`src/rtl/latch_driver.sv`:
```
// Serialises a captured pattern LSB-first onto a CK-gated latch D input, one bit per HOLD clocks.
// Optional Q read-back mismatch counting is compiled in when LATCH_DRV_CHECK_EN is defined.
module latch_driver #(
  parameter int unsigned W    = 8,
  parameter int unsigned HOLD = 2,
  parameter int unsigned LW   = $clog2(W + 1),
  parameter int unsigned EW   = 8
) (
  input  logic          CK,
  input  logic          RST,
  input  logic          START,
  input  logic [W-1:0]  PAT,
  input  logic [LW-1:0] LEN,
  input  logic          Q_IN,
  output logic          D_OUT,
  output logic          BUSY,
  output logic          DONE,
  output logic [EW-1:0] ERR_CNT
);

  localparam int unsigned HW = (HOLD > 1) ? $clog2(HOLD) : 1;

  typedef enum logic [1:0] {
    S_IDLE,
    S_DRIVE,
    S_FIN
  } state_e;

  state_e        state_q;
  logic [W-1:0]  pat_q;
  logic [W-1:0]  pat_d;
  logic [LW-1:0] len_q;
  logic [LW-1:0] len_d;
  logic [LW-1:0] idx_q;
  logic [HW-1:0] hold_q;
  logic          d_q;
  logic          busy_q;
  logic          done_q;
  logic [EW-1:0] err_q;
  logic [EW-1:0] err_d;

  // The pattern is shifted right each bit, so the bit on D_OUT is always pat_q[0].
  always_comb begin
    pat_d = pat_q >> 1;
    len_d = (LEN > LW'(W)) ? LW'(W) : LEN;
  end

`ifdef LATCH_DRV_CHECK_EN
  always_comb begin
    err_d = err_q;
    if ((Q_IN != pat_q[0]) && (err_q != '1)) begin
      err_d = err_q + EW'(1);
    end
  end
`else
  logic unused_q_in;
  assign unused_q_in = Q_IN;
  assign err_d       = '0;
`endif

  always_ff @(posedge CK) begin
    if (RST) begin
      state_q <= S_IDLE;
      pat_q   <= '0;
      len_q   <= '0;
      idx_q   <= '0;
      hold_q  <= '0;
      d_q     <= 1'b0;
      busy_q  <= 1'b0;
      done_q  <= 1'b0;
      err_q   <= '0;
    end else begin
      done_q <= 1'b0;
      case (state_q)
        S_IDLE: begin
          d_q    <= 1'b0;
          busy_q <= 1'b0;
          if (START) begin
            pat_q  <= PAT;
            len_q  <= len_d;
            idx_q  <= '0;
            hold_q <= '0;
            err_q  <= '0;
            if (len_d != '0) begin
              busy_q  <= 1'b1;
              d_q     <= PAT[0];
              state_q <= S_DRIVE;
            end else begin
              state_q <= S_FIN;
            end
          end
        end
        S_DRIVE: begin
          // Q_IN is sampled at the bit boundary: the latch closed on the preceding low phase.
          if (hold_q == HW'(HOLD - 1)) begin
            hold_q <= '0;
            err_q  <= err_d;
            if (idx_q == len_q - LW'(1)) begin
              state_q <= S_FIN;
              busy_q  <= 1'b0;
              d_q     <= 1'b0;
            end else begin
              idx_q <= idx_q + LW'(1);
              pat_q <= pat_d;
              d_q   <= pat_d[0];
            end
          end else begin
            hold_q <= hold_q + HW'(1);
          end
        end
        S_FIN: begin
          done_q  <= 1'b1;
          busy_q  <= 1'b0;
          d_q     <= 1'b0;
          state_q <= S_IDLE;
        end
        default: state_q <= S_IDLE;
      endcase
    end
  end

  assign D_OUT   = d_q;
  assign BUSY    = busy_q;
  assign DONE    = done_q;
  assign ERR_CNT = err_q;

endmodule

```
`config.mk`:
```
export PLATFORM = sky130hd
export DESIGN_NAME = latch_driver
export DESIGN_NICKNAME = d
export VERILOG_FILES = /design/src/rtl/latch_driver.sv
export SDC_FILE = /design/constraint.sdc
export NUM_CORES = 1
export LEC_CHECK = 0
export BUFFER_PORTS_ARGS = -buffer_cell sky130_fd_sc_hd__buf_4
export CORE_MARGIN = 2
export CORE_UTILIZATION = 41
export CTS_BUF_LIST = sky130_fd_sc_hd__clkbuf_16
export CTS_CLUSTER_DIAMETER = 200
export DETAILED_ROUTE_END_ITERATION = 6
export GPL_ROUTABILITY_DRIVEN = 0
export SYNTH_ARGS = -nofsm -noshare
export SYNTH_HDL_FRONTEND = slang
export SYNTH_SLANG_ARGS = --single-unit
```
`constraint.sdc`:
```
create_clock -name CK -period 2.3 [get_ports CK]
set_clock_uncertainty 0.1 [all_clocks]
set_input_delay 0.23 -clock CK [delete_from_list [all_inputs] [get_ports CK]]
set_output_delay 0.23 -clock CK [all_outputs]
set_load 0.05 [all_outputs]
```
==> results_dict.tcl, run 1 <==
set metrics [dict create \
    seq_area_frac_synth 0.3489 \
    numCtsBuffers 3 \
    synth_top_area_frac 0.3489 \
    worst-endpoint-arrival_ns 2.20 \
    async_reset_ff_frac 0 \
    yosys-top-cells-area "dfxtp_1, mux2i_1, ha_1" \
    grtUsageMet3 0.04018 \
    cts_tree "done" \
    layout_common_cells "dfxtp_1, buf_4, nor2_1" \
    cp-start-kind "flip-flop" \
    cts_sinks 21 \
    hold_violations 0 \
    yosys.area.top_type "dfxtp_1" \
    min_period_over_period 0.9293 \
    power_mw 1.632 \
    cp_data_required_time_ns 2.36 \
    root_buffer "clkbuf_16" \
    die_x_um 58.21 \
    final_max_slew_viol_count 0 \
    track_usage 0.1407 \
    antenna_found_initial 0 \
    drt-vias-per-instance 5.158 \
    met1_usage 0.1869 \
    fmax_mhz 467.9 \
    dieArea_um2 3388 \
    synthFlopType "dfxtp_1" \
    placed_area_um2 1329 \
    dr.pass1.iters 4 \
    syn_to_final_growth_pct 17.03 \
    insertion_delay_ns 0.25 \
    grt_pass1_vias 823 \
    finalNetCount 176 \
    cap_viol_max_count 0 \
    layout_commonest_cell "dfxtp_1" \
    ant_nets 0 \
    cts_max_path_buffers 2 \
    ys_ff_latch 21 \
    cp-end-kind "flip-flop" \
    syn-cell-area_um2 1205 \
    met2_usage 0.2273 \
    io_buffers 17 \
    grt_start_max_net_pins 24 \
    worst_slack_ns 0.1627 \
    yosysWarnings 0 \
    ir_drop_mv 0.8152 \
    setup_viol 0 \
    hp-class "input port to flip-flop" \
    p_per_area_nw_per_um2 1157 \
    synth.avg_cell_area_um2 8.925 \
    ys_types 43 \
    p_leak_nw 0.5991 \
    place_ws_ns 0.1620 \
    setup_tns_ns 0 \
    fp.coreArea_um2 2781 \
    cp_max_fo 13 \
    rsz0062_at_grt "no" \
    clk_pin_slew_worst_paths_ns 0.05 \
    syn-instance-count 135 \
    fin_area_um2 1410 \
    vias 949 \
    start_util 0.4332 \
    drive_gt1_frac 0.2092 \
    first_iter_violations 23 \
    hpwl_mm 1.668 \
    antenna_cells 0 \
    synth-edff-count 0 \
    ioPinCount 27 \
    wl_per_cell_um 11.95 \
    htreeDepth 1 \
    drc 0 \
    rows 19 \
    grt_pass1_wl_mm 3.691 \
    holdBufCountCts 0 \
    finalCriticalPeriod_ns 2.137 \
    routed_wl_mm 2.199 \
    grt-ovfl-total 0 \
    critPathKind "flip-flop to flip-flop" \
    status "completed" \
    grt.busiest_layer "met2" \
    die_h_um 58.21 \
]
==> cell usage after synthesis, drive strengths merged (4+ instances only) <==
cell type  instances
nand2              9
xnor2              4
dfxtp             21
a211oi             6
buf               12
a21oi              8
inv                6
nor2              17
ha                 6
mux2i              9
==> routing by layer <==
metal	wire length, um	share of wire	vias up
li1	-	-	495
met1	1105	0.50	434
met2	990	0.45	17
met3	82	0.037	3
met4	21	0.0095	0
met5	0	0	-
==> sequential cells by signal (all words and copies together) (netlist names) <==
signal   flops
pat_q        7
idx_q        4
len_q        4
state_q      2
BUSY         1
DONE         1
D_OUT        1
hold_q       1
==> worst paths after layout <==
kind,startpoint,end,slack [ns],cells after the start
max,state_q[0],pat_q[5],0.16,8
min,PAT[7],pat_q[7],0.13,3
max reg2reg,state_q[0],pat_q[5],0.16,8
min reg2reg,len_q[3],len_q[3],0.38,2
==> what timing repair did <==
item	4_1_cts	5_1_grt
setup endpoints to repair	0	3
buffers inserted	0	0
resized for setup	0	1
==> final cells by class <==
class | count | area, um^2
flip-flops and latches | 21 | 420.4
multi-input cells | 102 | 699.4
inverters | 6 | 22.52
well taps | 31 | 38.79
clock buffers | 3 | 75.07
fillers | 273 | 1371
repair buffers | 20 | 150.1
clock inverters | 1 | 3.754
==> cells by family (layout without fill, tap and decap cells) <==
group	after synthesis	count (layout)	synth area share
buffers and inverters	19	30	0.09449
DFF	21	21	0.3489
and+or+nand+nor	50	50	0.2181
AOI/OAI and AO/OA	23	23	0.1547
adders and majority gates	6	6	0.06230
xor gates and xnor gates	6	6	0.04361
other	1	8	0.003112
muxes	9	9	0.07477
==> where the power goes <==
part           leakage (nW)  switching [mW]  internal (mW)
Sequential            0.172          0.0617          0.460
Combinational         0.385           0.437          0.316
Clock                0.0423           0.125          0.231
Total                 0.599           0.624           1.01
==> critical path, cell delays in order, from the launching register on <==
cell      delay, ns
dfxtp_1        0.39
inv_1          0.09
ha_1           0.24
mux2i_1        0.16
or2_4          0.28
a41oi_4        0.26
buf_4          0.25
nor2_1         0.06
a211oi_1       0.22
==> stage by stage <==
step | util | hold WS, ns | cells
floorplan | - | 0.2705 | 142
global placement | 0.4777 | 0.3656 | 180
detailed placement | 0.4777 | 0.3700 | 180
CTS | 0.5061 | 0.1290 | 184
global route | 0.5070 | 0.1519 | 184
finish | 0.5070 | 0.1316 | 184
(Power assumes the default switching activity.)
==> run 2: changes to the inputs <==
- CORE_UTILIZATION: 41 -> 50
- PLACE_DENSITY: not set -> 0.75
==> results_dict.tcl, run 2 (synthesis gave the netlist of run 1 again) <==
set metrics [dict create \
    rows 17 \
    hp-class "input port to flip-flop" \
    critPathKind "flip-flop to flip-flop" \
    vias 1003 \
    power_mw 1.698 \
    hpwl_mm 1.678 \
    reg_top3 "pat_q (7), idx_q (4), len_q (4)" \
    worst-endpoint-arrival_ns 2.19 \
    p_per_area_nw_per_um2 1178 \
    num-fill-cells 200 \
    die_h_um 53.09 \
    io_buffers 17 \
    cp_data_required_time_ns 2.39 \
    rsz0062_at_grt "no" \
    ir_drop_mv 0.7207 \
    worst_slack_ns 0.1995 \
    cts_resized 0 \
    setup_tns_ns 0 \
    min_period_over_period 0.9133 \
    p_sw_uw 636.6 \
    place_ws_ns 0.1726 \
    syn_to_final_growth_pct 19.63 \
    cts_max_path_buffers 2 \
    dr.pass1.iters 4 \
    cp-end-kind "flip-flop" \
    drc 0 \
    layout_commonest_cell "buf_4" \
    wl_per_cell_um 12.12 \
    hold_violations 0 \
    swShare 0.3750 \
    power.share.clock 0.211 \
    routed_wl_mm 2.254 \
    clk_pin_slew_worst_paths_ns 0.06 \
    ioPinCount 27 \
    placed_area_um2 1333 \
    finalNetCount 181 \
    cts_sinks 21 \
    regMostFlops "pat_q" \
    fmax_mhz 476.1 \
    numCtsBuffers 3 \
    stdcell_count 186 \
    hold-worst-slack_ns 0.1360 \
    comb_power_share 0.480 \
    p_leak_nw 0.6258 \
    antenna_cells 0 \
    finalCriticalPeriod_ns 2.101 \
    multi_input_area_um2 696.9 \
    first_iter_violations 11 \
    antenna_found_initial 0 \
    grt_pass1_wl_mm 3.850 \
    insertion_delay_ns 0.25 \
    htreeDepth 1 \
    grt-ovfl-total 0 \
    ant_nets 0 \
    grt_pass1_vias 927 \
    ff_latch_area_um2 420.4 \
    drive_gt1_frac 0.2278 \
    largest_reg_flops 7 \
    grt_start_max_net_pins 24 \
    cp_max_fo 4 \
    track_usage 0.1875 \
    final_max_slew_viol_count 0 \
    start_util 0.5344 \
    fp.coreArea_um2 2255 \
    drt-vias-per-instance 5.392 \
    die_x_um 53.09 \
    p_int_mw 1.061 \
    p_seq_frac 0.309 \
    cts_tree "done" \
    root_buffer "clkbuf_16" \
    layout_common_cells "buf_4, dfxtp_1, nor2_1" \
    cap_viol_max_count 0 \
    post-place-cells 178 \
    status "completed" \
    fin_area_um2 1441 \
    cp-start-kind "flip-flop" \
    postLayoutCoreUtil 0.6393 \
    dieArea_um2 2819 \
    setup_viol 0 \
]
==> run 2: cell count changes in the layout (fill, tap and decap cells not counted) <==
cell   previous run  this run
buf_4            20        25
ha_2              1         0
ha_1              5         6
==> run 2: layout make-up <==
cell class / count / share of cell area
clock buffers: 3 / 0.05208
clock inverters: 1 / 0.002604
multi-input cells: 102 / 0.4835
well taps: 28 / 0.02431
flip-flops and latches: 21 / 0.2917
inverters: 6 / 0.01563
repair buffers: 25 / 0.1302
==> run 2: metal layers <==
layer	global-route usage	vias up	wire, um
met3	0.03390	5	106
li1	-	505	-
met1	0.2296	463	986
met5	0	-	0
met2	0.3208	30	1128
met4	0.07692	0	32
==> run 2: power groups by stage <==
stage / registers, mW / clock network (mW) / logic, mW
4_1_cts: 0.525 / 0.370 / 0.754
2_1_floorplan: 0.571 / 0 / 0.562
3_3_place_gp: 0.526 / 0 / 0.734
3_5_place_dp: 0.533 / 0 / 0.746
5_1_grt: 0.537 / 0.389 / 0.896
6_report: 0.525 / 0.358 / 0.814
==> run 2: critical path, stage by stage (launching register included) <==
cell and delay (ns):
dfxtp_1 0.41, inv_1 0.07, ha_1 0.30, xnor2_1 0.13
nor2_1 0.29, nand4_1 0.17, a2111oi_0 0.42, a41o_1 0.15
==> run 2: timing repair <==
| item | 4_1_cts | 5_1_grt |
|---|---|---|
| setup buffers | 0 | 4 |
| setup endpoints to repair | 0 | 2 |
| hold buffers | 0 | 0 |
==> run 2: worst paths after layout <==
kind	to	cells past startpoint	slack (ns)	startpoint
max	BUSY	7	0.20	len_q[0]
min	pat_q[7]	3	0.14	PAT[7]
max reg2reg	BUSY	7	0.20	len_q[0]
min reg2reg	len_q[3]	2	0.37	len_q[3]
==> run 3: changes to the inputs <==
- GPL_TIMING_DRIVEN: not set -> 0
==> results_dict.tcl, run 3 (synthesis gave the netlist of run 1 again) <==
set metrics [dict create \
    die_x_um 53.09 \
    drive_gt1_frac 0.2393 \
    vias 1025 \
    crit_family "simple AND/OR/NAND/NOR gates" \
    htreeDepth 1 \
    final_max_slew_viol_count 0 \
    hold_end "pat_q[7]" \
    num-fill-cells 193 \
    track_usage 0.2138 \
    worst_slack_ns 0.1411 \
    path_buf_inv 1 \
    critPathKind "flip-flop to flip-flop" \
    wl_met1_mm 1.078 \
    reg2reg_from "len_q[0]" \
    cap_viol_max_count 0 \
    finalCriticalPeriod_ns 2.159 \
    syn_to_final_growth_pct 22.85 \
    drt-vias-per-instance 5.366 \
    min_from "PAT[7]" \
    placed_area_um2 1394 \
    worst-endpoint-arrival_ns 2.24 \
    highest_layer "met4" \
    antenna_found_initial 0 \
    cp_max_fo 4 \
    setup_viol 0 \
    dr.pass1.iters 4 \
    wl_met2_mm 1.295 \
    layout_common_cells "buf_4, dfxtp_1, nor2_1" \
    cts_tree "done" \
    grt_pass1_wl_mm 4.298 \
    cp_data_required_time_ns 2.38 \
    cp_slowest_stage_delay_ns 0.39 \
    wl_met3_um 185 \
    cp-end-kind "flip-flop" \
    p_per_area_nw_per_um2 1126 \
    postLayoutCoreUtil 0.6565 \
    die_h_um 53.09 \
    antenna_cells 0 \
    wl_per_cell_um 13.73 \
    layout_commonest_cell "buf_4" \
    hold_violations 0 \
    largest_reg_flops 7 \
    cts_max_path_buffers 2 \
    insertion_delay_ns 0.25 \
    rr_worst_depth 7 \
    hold-worst-slack_ns 0.1348 \
    routed_wl_mm 2.623 \
    ant_nets 0 \
    fp.coreArea_um2 2255 \
    crit-reg2reg-capture "state_q[0]" \
    ioPinCount 27 \
    start_util 0.5344 \
    ir_drop_mv 0.7077 \
    grt_start_max_net_pins 12 \
    clk_pin_slew_worst_paths_ns 0.06 \
    grt_pass1_vias 1001 \
    reg_top3 "pat_q (7), idx_q (4), len_q (4)" \
    root_buffer "clkbuf_16" \
    first_iter_violations 35 \
    worst-r2r-setup-slack_ns 0.14 \
    regMostFlops "pat_q" \
    setup_tns_ns 0 \
    tightest_slew_ns 0.5972 \
    min_path_cells 3 \
    grt-ovfl-total 0 \
    slowest_stage "dfxtp_1" \
    numCtsBuffers 3 \
    relSlewSlack 0.6019 \
    hpwl_mm 1.819 \
    rsz0062_at_grt "no" \
    io_buffers 17 \
    cts_sinks 21 \
    finalNetCount 186 \
    dieArea_um2 2819 \
    fin_area_um2 1480 \
    status "completed" \
    fmax_mhz 463.2 \
    drc 0 \
    hp-class "input port to flip-flop" \
    cp_cell_sequence "inv_1 -> ha_1 -> xnor2_1 -> nor2_1 -> nand4_1 -> a21boi_0 -> mux2i_1" \
    p_leak_nw 0.6529 \
    holdBufCountCts 0 \
    cp-start-kind "flip-flop" \
    rows 17 \
    place_ws_ns 0.1485 \
    min_period_over_period 0.9387 \
]
run 3: cell count changes in the layout (fill, tap and decap cells not counted):
cell	delta
clkbuf_1	+1
buf_1	+2
buf_8	+1
buf_2	+1
xnor2_2	+1
xnor2_1	-1
run 3: layout make-up:
class	instances	area, um^2	share of cell area
sequential	21	420.4	0.2840
inverter	6	22.52	0.01522
timing repair buffer	17	127.6	0.08622
multi-input combinational	102	704.4	0.4759
clock buffer	3	75.07	0.05072
tap	28	35.03	0.02367
clock inverter	1	3.754	0.002536
buffer	13	91.34	0.06171
run 3: repair_timing:
item,in CTS,in global routing
endpoints found under the setup margin,0,2
gates resized for setup,0,1
buffers inserted,0,0
run 3: how the worst max path moves through the flow:
stage	end	cells past startpoint	from	slack, ns
final	state_q[0]	7	len_q[0]	0.14
after floorplan	idx_q[0]	9	state_q[1]	0.39
after global placement	idx_q[0]	8	state_q[0]	0.22
after detailed placement	idx_q[0]	8	state_q[0]	0.15
after global routing	BUSY	7	len_q[0]	0.006
after CTS	idx_q[0]	8	state_q[0]	0.15
run 3: where the power goes:
part / total [mW] / switching, mW / internal, mW
Clock: 0.365 / 0.133 / 0.232
Combinational: 0.777 / 0.453 / 0.324
Sequential: 0.525 / 0.0652 / 0.460
Total: 1.67 / 0.651 / 1.02
run 3: metal layers:
metal,up-vias,track usage
met3,7,0.04802
met5,-,0
met1,469,0.2247
li1,512,-
met2,37,0.3854
met4,0,0.1239
run 3: tightest hold or removal path, stage by stage:
cell	delay, ns
buf_4	0.11
nand2_1	0.05
a21oi_1	0.06
run 3: per-stage QoR:
stage / cells / power [mW]
finish: 191 / 1.667
global placement: 187 / 1.267
detailed placement: 187 / 1.291
CTS: 191 / 1.663
global route: 191 / 1.767
floorplan: 142 / 1.133
